### src/rtl/mul_div.sv
// Iterative RV32M multiply/divide unit: radix-2 shift-add multiply, restoring divide.
// Encodings: mul_or_div_i 0=MUL 1=DIV; reg*_sign_i 1=signed 0=unsigned.
module mul_div #(
  parameter int WIDTH = 32
) (
  input  logic                 clk,
  input  logic                 rst,
  input  logic                 start_i,
  input  logic                 mul_or_div_i,
  input  logic [WIDTH-1:0]     dividend_i,
  input  logic [WIDTH-1:0]     divisor_i,
  input  logic                 reg1_sign_i,
  input  logic                 reg2_sign_i,
  input  logic                 cancel_i,
  output logic [2*WIDTH-1:0]   result_o,
  output logic                 done_o,
  output logic                 busy_o
);

  localparam int CW = $clog2(WIDTH);
  localparam logic OP_DIV = 1'b1;
  localparam logic [WIDTH-1:0] ALL_ONES = '1;
  localparam logic [WIDTH-1:0] MIN_INT = {1'b1, {(WIDTH-1){1'b0}}};

  typedef enum logic [1:0] {IDLE, CALC, SIGN, DONE} state_e;

  state_e               state_q, state_d;
  logic [CW-1:0]        cnt_q, cnt_d;
  logic [2*WIDTH:0]     acc_q, acc_d;
  logic [WIDTH-1:0]     op1_q, op1_d;
  logic [WIDTH-1:0]     op2_q, op2_d;
  logic                 isDiv_q, isDiv_d;
  logic                 negA_q, negA_d;
  logic                 negB_q, negB_d;
  logic [2*WIDTH-1:0]   result_q, result_d;

  logic                 negA, negB;
  logic [WIDTH-1:0]     aMag, bMag;
  logic [WIDTH:0]       mulSum;
  logic [WIDTH+1:0]     divShift, divDiff;
  logic [WIDTH:0]       divRem;
  logic [2*WIDTH-1:0]   product, mulFixed;
  logic [WIDTH-1:0]     quoFixed, remFixed;

  assign negA = reg1_sign_i & dividend_i[WIDTH-1];
  assign negB = reg2_sign_i & divisor_i[WIDTH-1];
  assign aMag = negA ? -dividend_i : dividend_i;
  assign bMag = negB ? -divisor_i  : divisor_i;

  // Multiply: acc = {carry, hi, lo}; lo starts as the multiplier and shifts out LSB-first.
  assign mulSum = {1'b0, acc_q[2*WIDTH-1:WIDTH]} + ({1'b0, op1_q} & {(WIDTH+1){acc_q[0]}});

  // Divide: acc = {partial remainder (33b), dividend/quotient shift register}.
  assign divShift = acc_q[2*WIDTH:WIDTH-1];
  assign divDiff  = divShift - {2'b00, op2_q};
  assign divRem   = divDiff[WIDTH+1] ? divShift[WIDTH:0] : divDiff[WIDTH:0];

  assign product  = acc_q[2*WIDTH-1:0];
  assign mulFixed = (negA_q ^ negB_q) ? -product : product;
  assign quoFixed = (negA_q ^ negB_q) ? -acc_q[WIDTH-1:0] : acc_q[WIDTH-1:0];
  assign remFixed = negA_q ? -acc_q[2*WIDTH-1:WIDTH] : acc_q[2*WIDTH-1:WIDTH];

  always_ff @(posedge clk or negedge rst) begin
    if (!rst) begin
      state_q  <= IDLE;
      cnt_q    <= '0;
      acc_q    <= '0;
      op1_q    <= '0;
      op2_q    <= '0;
      isDiv_q  <= 1'b0;
      negA_q   <= 1'b0;
      negB_q   <= 1'b0;
      result_q <= '0;
    end else begin
      state_q  <= state_d;
      cnt_q    <= cnt_d;
      acc_q    <= acc_d;
      op1_q    <= op1_d;
      op2_q    <= op2_d;
      isDiv_q  <= isDiv_d;
      negA_q   <= negA_d;
      negB_q   <= negB_d;
      result_q <= result_d;
    end
  end

  always_comb begin
    state_d  = state_q;
    cnt_d    = cnt_q;
    acc_d    = acc_q;
    op1_d    = op1_q;
    op2_d    = op2_q;
    isDiv_d  = isDiv_q;
    negA_d   = negA_q;
    negB_d   = negB_q;
    result_d = result_q;

    unique case (state_q)
      IDLE: begin
        if (start_i) begin
          op1_d   = aMag;
          op2_d   = bMag;
          isDiv_d = (mul_or_div_i == OP_DIV);
          negA_d  = negA;
          negB_d  = negB;
          cnt_d   = '0;
          acc_d   = {{(WIDTH+1){1'b0}}, (mul_or_div_i == OP_DIV) ? aMag : bMag};
          // Divide-by-zero and signed overflow resolve without iterating.
          if (mul_or_div_i == OP_DIV && divisor_i == '0) begin
            result_d = {ALL_ONES, dividend_i};
            state_d  = DONE;
          end else if (mul_or_div_i == OP_DIV && reg1_sign_i && reg2_sign_i &&
                       dividend_i == MIN_INT && divisor_i == ALL_ONES) begin
            result_d = {MIN_INT, {WIDTH{1'b0}}};
            state_d  = DONE;
          end else begin
            state_d = CALC;
          end
        end
      end
      CALC: begin
        if (isDiv_q) begin
          acc_d = {divRem, acc_q[WIDTH-2:0], ~divDiff[WIDTH+1]};
        end else begin
          acc_d = {1'b0, mulSum, acc_q[WIDTH-1:1]};
        end
        cnt_d = cnt_q + 1'b1;
        if (cnt_q == CW'(WIDTH - 1)) begin
          state_d = SIGN;
        end
      end
      SIGN: begin
        result_d = isDiv_q ? {quoFixed, remFixed} : mulFixed;
        state_d  = DONE;
      end
      DONE: begin
        state_d = IDLE;
      end
      default: state_d = IDLE;
    endcase

    // A flush abandons whatever is in flight and leaves the last result visible.
    if (cancel_i) begin
      state_d  = IDLE;
      result_d = result_q;
    end
  end

  assign result_o = result_q;
  assign done_o   = (state_q == DONE);
  assign busy_o   = (state_q != IDLE);

endmodule

### config.mk
export PLATFORM = sky130hd
export DESIGN_NAME = mul_div
export DESIGN_NICKNAME = d
export VERILOG_FILES = /design/src/rtl/mul_div.sv
export SDC_FILE = /design/constraint.sdc
export NUM_CORES = 1
export LEC_CHECK = 0
export CORE_UTILIZATION = 35
export DETAILED_ROUTE_END_ITERATION = 8
export DONT_BUFFER_PORTS = 1
export HOLD_SLACK_MARGIN = 0.06
export PLACE_DENSITY_LB_ADDON = 0.05
export SETUP_SLACK_MARGIN = 0.05
export SLEW_MARGIN = 30
export SYNTH_ARGS = -nofsm -noshare
export SYNTH_HDL_FRONTEND = slang
export SYNTH_SLANG_ARGS = --single-unit
### constraint.sdc
create_clock -name clk -period 3.65 [get_ports clk]
set_input_delay 0.73 -clock clk [delete_from_list [all_inputs] [get_ports clk]]
set_output_delay 0.73 -clock clk [all_outputs]
set_load 0.1 [all_outputs]
==> metrics.md <==
| Metric | Value |
|---|---|
| GRT busiest layer | met2 |
| Max cap viols | 0 |
| Layout Nets | 2367 |
| Clock Skew | 0.03204 ns |
| Area post-placement | 18520 µm² |
| Avg Vias per Cell | 5.809 |
| Max rail drop VDD | 0.4584 mV |
| Hold Slack | -0.1436 ns |
| EDFF count, synth | 0 |
| GRT Util Overall | 0.2783 |
| Req. time, crit path | 4.11 ns |
| CTS Root Cell | clkbuf_16 |
| Synth async-reset ratio | 1.000 |
| Final WL | 69880 µm |
| Sw Ratio | 0.5341 |
| Status | finished with violations |
| # setup viols final | 0 |
| Mapped Avg Cell Area | 7.811 µm² |
| Drt pass-1 iters | 6 |
| Clk pin slew, worst setup/hold paths | 0.07 ns |
| Internal | 0.009246 W |
| Synthesized flop and latch total | 203 |
| Switch Pwr | 0.01060 W |
| Crit path max fanout | 13 |
| Crit-path leading delay family | compound AO/OA/AOI/OAI gates |
| # IOs | 137 |
| Antenna violations before repair | 3 |
| Comb power frac | 0.561 |
| Residual DRC count | 0 |
| Violated checks | hold timing |
| P&R area growth vs syn | 15.15% |
| Fin worst setup slack | 0.1397 ns |
| Synth top area cells | dfrtp_1 30%, o21ai_0 6.7%, nand2_1 6.1% |
| Maximum clock rate | 284.9 MHz |
| RSZ-0062 raised after global routing | no |
| CTS Sinks | 203 |
| Input/output buffers | 0 |
| Standard-cell row count | 80 |
| DRT iter0 DRCs | 1346 |
| First-pass GRT wire length | 104300 µm |
| Kind of critical path | reg2reg |
| Slowest-stage cell, CP | dfrtp_2 |
| Dpl hpwl | 54520 µm |
| Skew-Pair Late Insertion Delay | 0.60 ns |
| Met2 usage | 0.4406 |
| ANT nets after route | 0 |
| CP peak stage delay | 0.48 ns |
| Count leader, synth | nand2_1 |
| R2R Path Start | acc_q[0] |
| Crit path from | acc_q[0] |
| Clk pwr share | 0.151 |
| Top FF cell, synth | dfrtp_1 |
| Antenna diode count | 0 |
| DR vias | 16580 |
| Synth area leader | dfrtp_1 |
| Cell count after synthesis | 2178 |
| Die height | 222.5 µm |
| GP Congestion | 0.9244 |
| Fraction of layout cells with a size suffix above 1 | 0.1246 |
| Worst setup EP type | flip-flop |
| Die footprint | 49490 µm² |
| Commonest cells post-synth | 275 x nand2_1, 228 x o21ai_0, 203 x dfrtp_1 |
| Slew Limit Fails | 0 |
| WL per Instance | 24.49 µm |
| Reg power frac | 0.288 |
| Total CTS buffers | 29 |
| Core footprint | 47850 µm² |
| Setup Slack @ Placement | -0.06003 ns |
| Minimum clock period | 3.510 ns |
| Seq/Total Area, Yosys | 0.2986 |
| Slew HR | 0.3643 |
| Syn Nets | 2326 |
| Met1 Resource Use GR | 0.3831 |
| CTS max path bufs | 3 |
| Met3 usage | 0.04800 |
| Mapped Area | 17010 µm² |
| CTS H-tree lvls | 1 |
| Vias in the first global route | 16000 |
| Hold Violations, Final | 203 |
| Largest net degree at the start of global routing | 204 |
| Worst hold path type | in2async |
| Crit share post-route | 0.9617 |
| Cells along the critical path | and2_1, ha_1, o21ai_0, o21a_1, or3_4, a2111oi_4, buf_4, o21bai_4, a2111oi_2, a211oi_1, mux2_4, o41ai_1 |
| Power Density | 1013 nW/µm² |
| Syn. warnings | 0 |
| Leakage | 8.280 nW |
| Finished layout cell area | 19590 µm² |
| DIE WIDTH | 222.5 µm |
| Distinct cells, synth | 77 |
| Total gr overflow | 0 |
| CTS tree | built |
| CP Launch Type | flip-flop |
| Crit path buffers/inverters | 1 |
| Least-Margin Pin Slew | 0.9536 ns |
| Initial core utilization | 0.3555 |
| Critical Path AT | 3.97 ns |
| Synth top area share | 0.2986 |
## cells in the final DEF (no fill, tap or decap), drive strengths merged, types with 11 or more instances in the layout
| cell | instances |
|---|---|
| a21oi | 182 |
| nand3 | 34 |
| nor3 | 46 |
| nor2b | 11 |
| mux2i | 27 |
| a211oi | 57 |
| a21o | 26 |
| and3 | 11 |
| o21a | 11 |
| o21ai | 261 |
| a221oi | 11 |
| o211ai | 14 |
| nand2b | 12 |
| dfrtp | 203 |
| clkbuf | 39 |
| ha | 75 |
| o31ai | 27 |
| mux2 | 25 |
| or4 | 12 |
| nand2 | 275 |
| xor2 | 103 |
| buf | 161 |
| o41ai | 17 |
| a31oi | 14 |
| or3 | 25 |
| and2 | 41 |
| nor4 | 22 |
| inv | 73 |
| nand4 | 20 |
| a22oi | 49 |
| nor2 | 160 |
| xnor2 | 94 |
## power by group through the flow
stage          Sequential (W)  Combinational (W)  Clock (W)
2_1_floorplan         0.00535            0.00749          0
3_3_place_gp          0.00574             0.0109          0
3_5_place_dp          0.00575             0.0109          0
4_1_cts               0.00572             0.0110    0.00305
5_1_grt               0.00583             0.0122    0.00313
6_report              0.00571             0.0111    0.00300
## registers in the layout (all words and copies together) (netlist names)
| signal | cells |
|---|---|
| acc_q | 65 |
| result_o | 64 |
| op1_q | 32 |
| op2_q | 32 |
| cnt_q | 5 |
| state_q | 2 |
| isDiv_q | 1 |
| negA_q | 1 |
| negB_q | 1 |
## worst register-to-register path, delay by kind of cell, from the launching register on
kind,cells,cell delay (ns)
AND/OR/NAND/NOR,2,0.58
flip-flops,1,0.48
AO/OA/AOI/OAI,7,1.48
multiplexers,1,0.31
buffers and inverters,1,0.19
adder cells (fa/ha/maj),1,0.34
## cells by family after synthesis
logic type,Yosys count,share of synthesized area
simple gates,686,0.1884
flops,203,0.2986
compound gates,740,0.2688
mux,52,0.03288
fa+ha+maj,77,0.05752
buf+inv,223,0.05230
xor+xnor,197,0.1014
## area by class of cell
type                    count  area (µm²)
clock buffers              39       783.3
well taps                 615       769.5
inverters                  72       270.3
repair buffers            161        1321
multi-input cells        1752       11160
fillers                  5078       28260
clock inverters            12       197.7
flip-flops and latches    203        5082
## timing repair
item / in CTS / in global routing
gates resized for setup: 3 / 12
pin swaps: 0 / 2
setup buffers: 0 / 2
endpoints found under the hold margin: 203 / 203
endpoints found under the setup margin: 2 / 26
## final timing paths
kind	to	cells after the start	slack, ns
worst min register to register	op1_q[13]	2	0.48
worst min-delay path	acc_q[53]	0	-0.14
worst max register to register	acc_q[60]	12	0.14
worst max-delay path	acc_q[60]	12	0.14
min in group clk	state_q[1]	1	0.20
max in group asynchronous	acc_q[0]	0	3.43
## routing by layer
layer / vias to the layer above / wire length [µm]
li1: 7899 / -
met1: 8067 / 31440
met2: 520 / 31570
met3: 94 / 4400
met4: 0 / 2476
met5: - / 0
## through the flow
stage / power, W / hold WS (ns) / TNS (ns) / std cells / utilization
after CTS: 0.01975 / -0.1678 / 0 / 2852 / 0.4078
final: 0.01985 / -0.1436 / 0 / 2854 / 0.4094
after floorplan: 0.01283 / 0.4344 / 0 / 2178 / -
after global routing: 0.02116 / -0.1661 / 0 / 2854 / 0.4094
after detailed placement: 0.01667 / 0.4468 / -0.06684 / 2801 / 0.3871
after global placement: 0.01663 / 0.4449 / -0.1048 / 2801 / 0.3871
No activity file was read; power rests on OpenSTA's default activity.
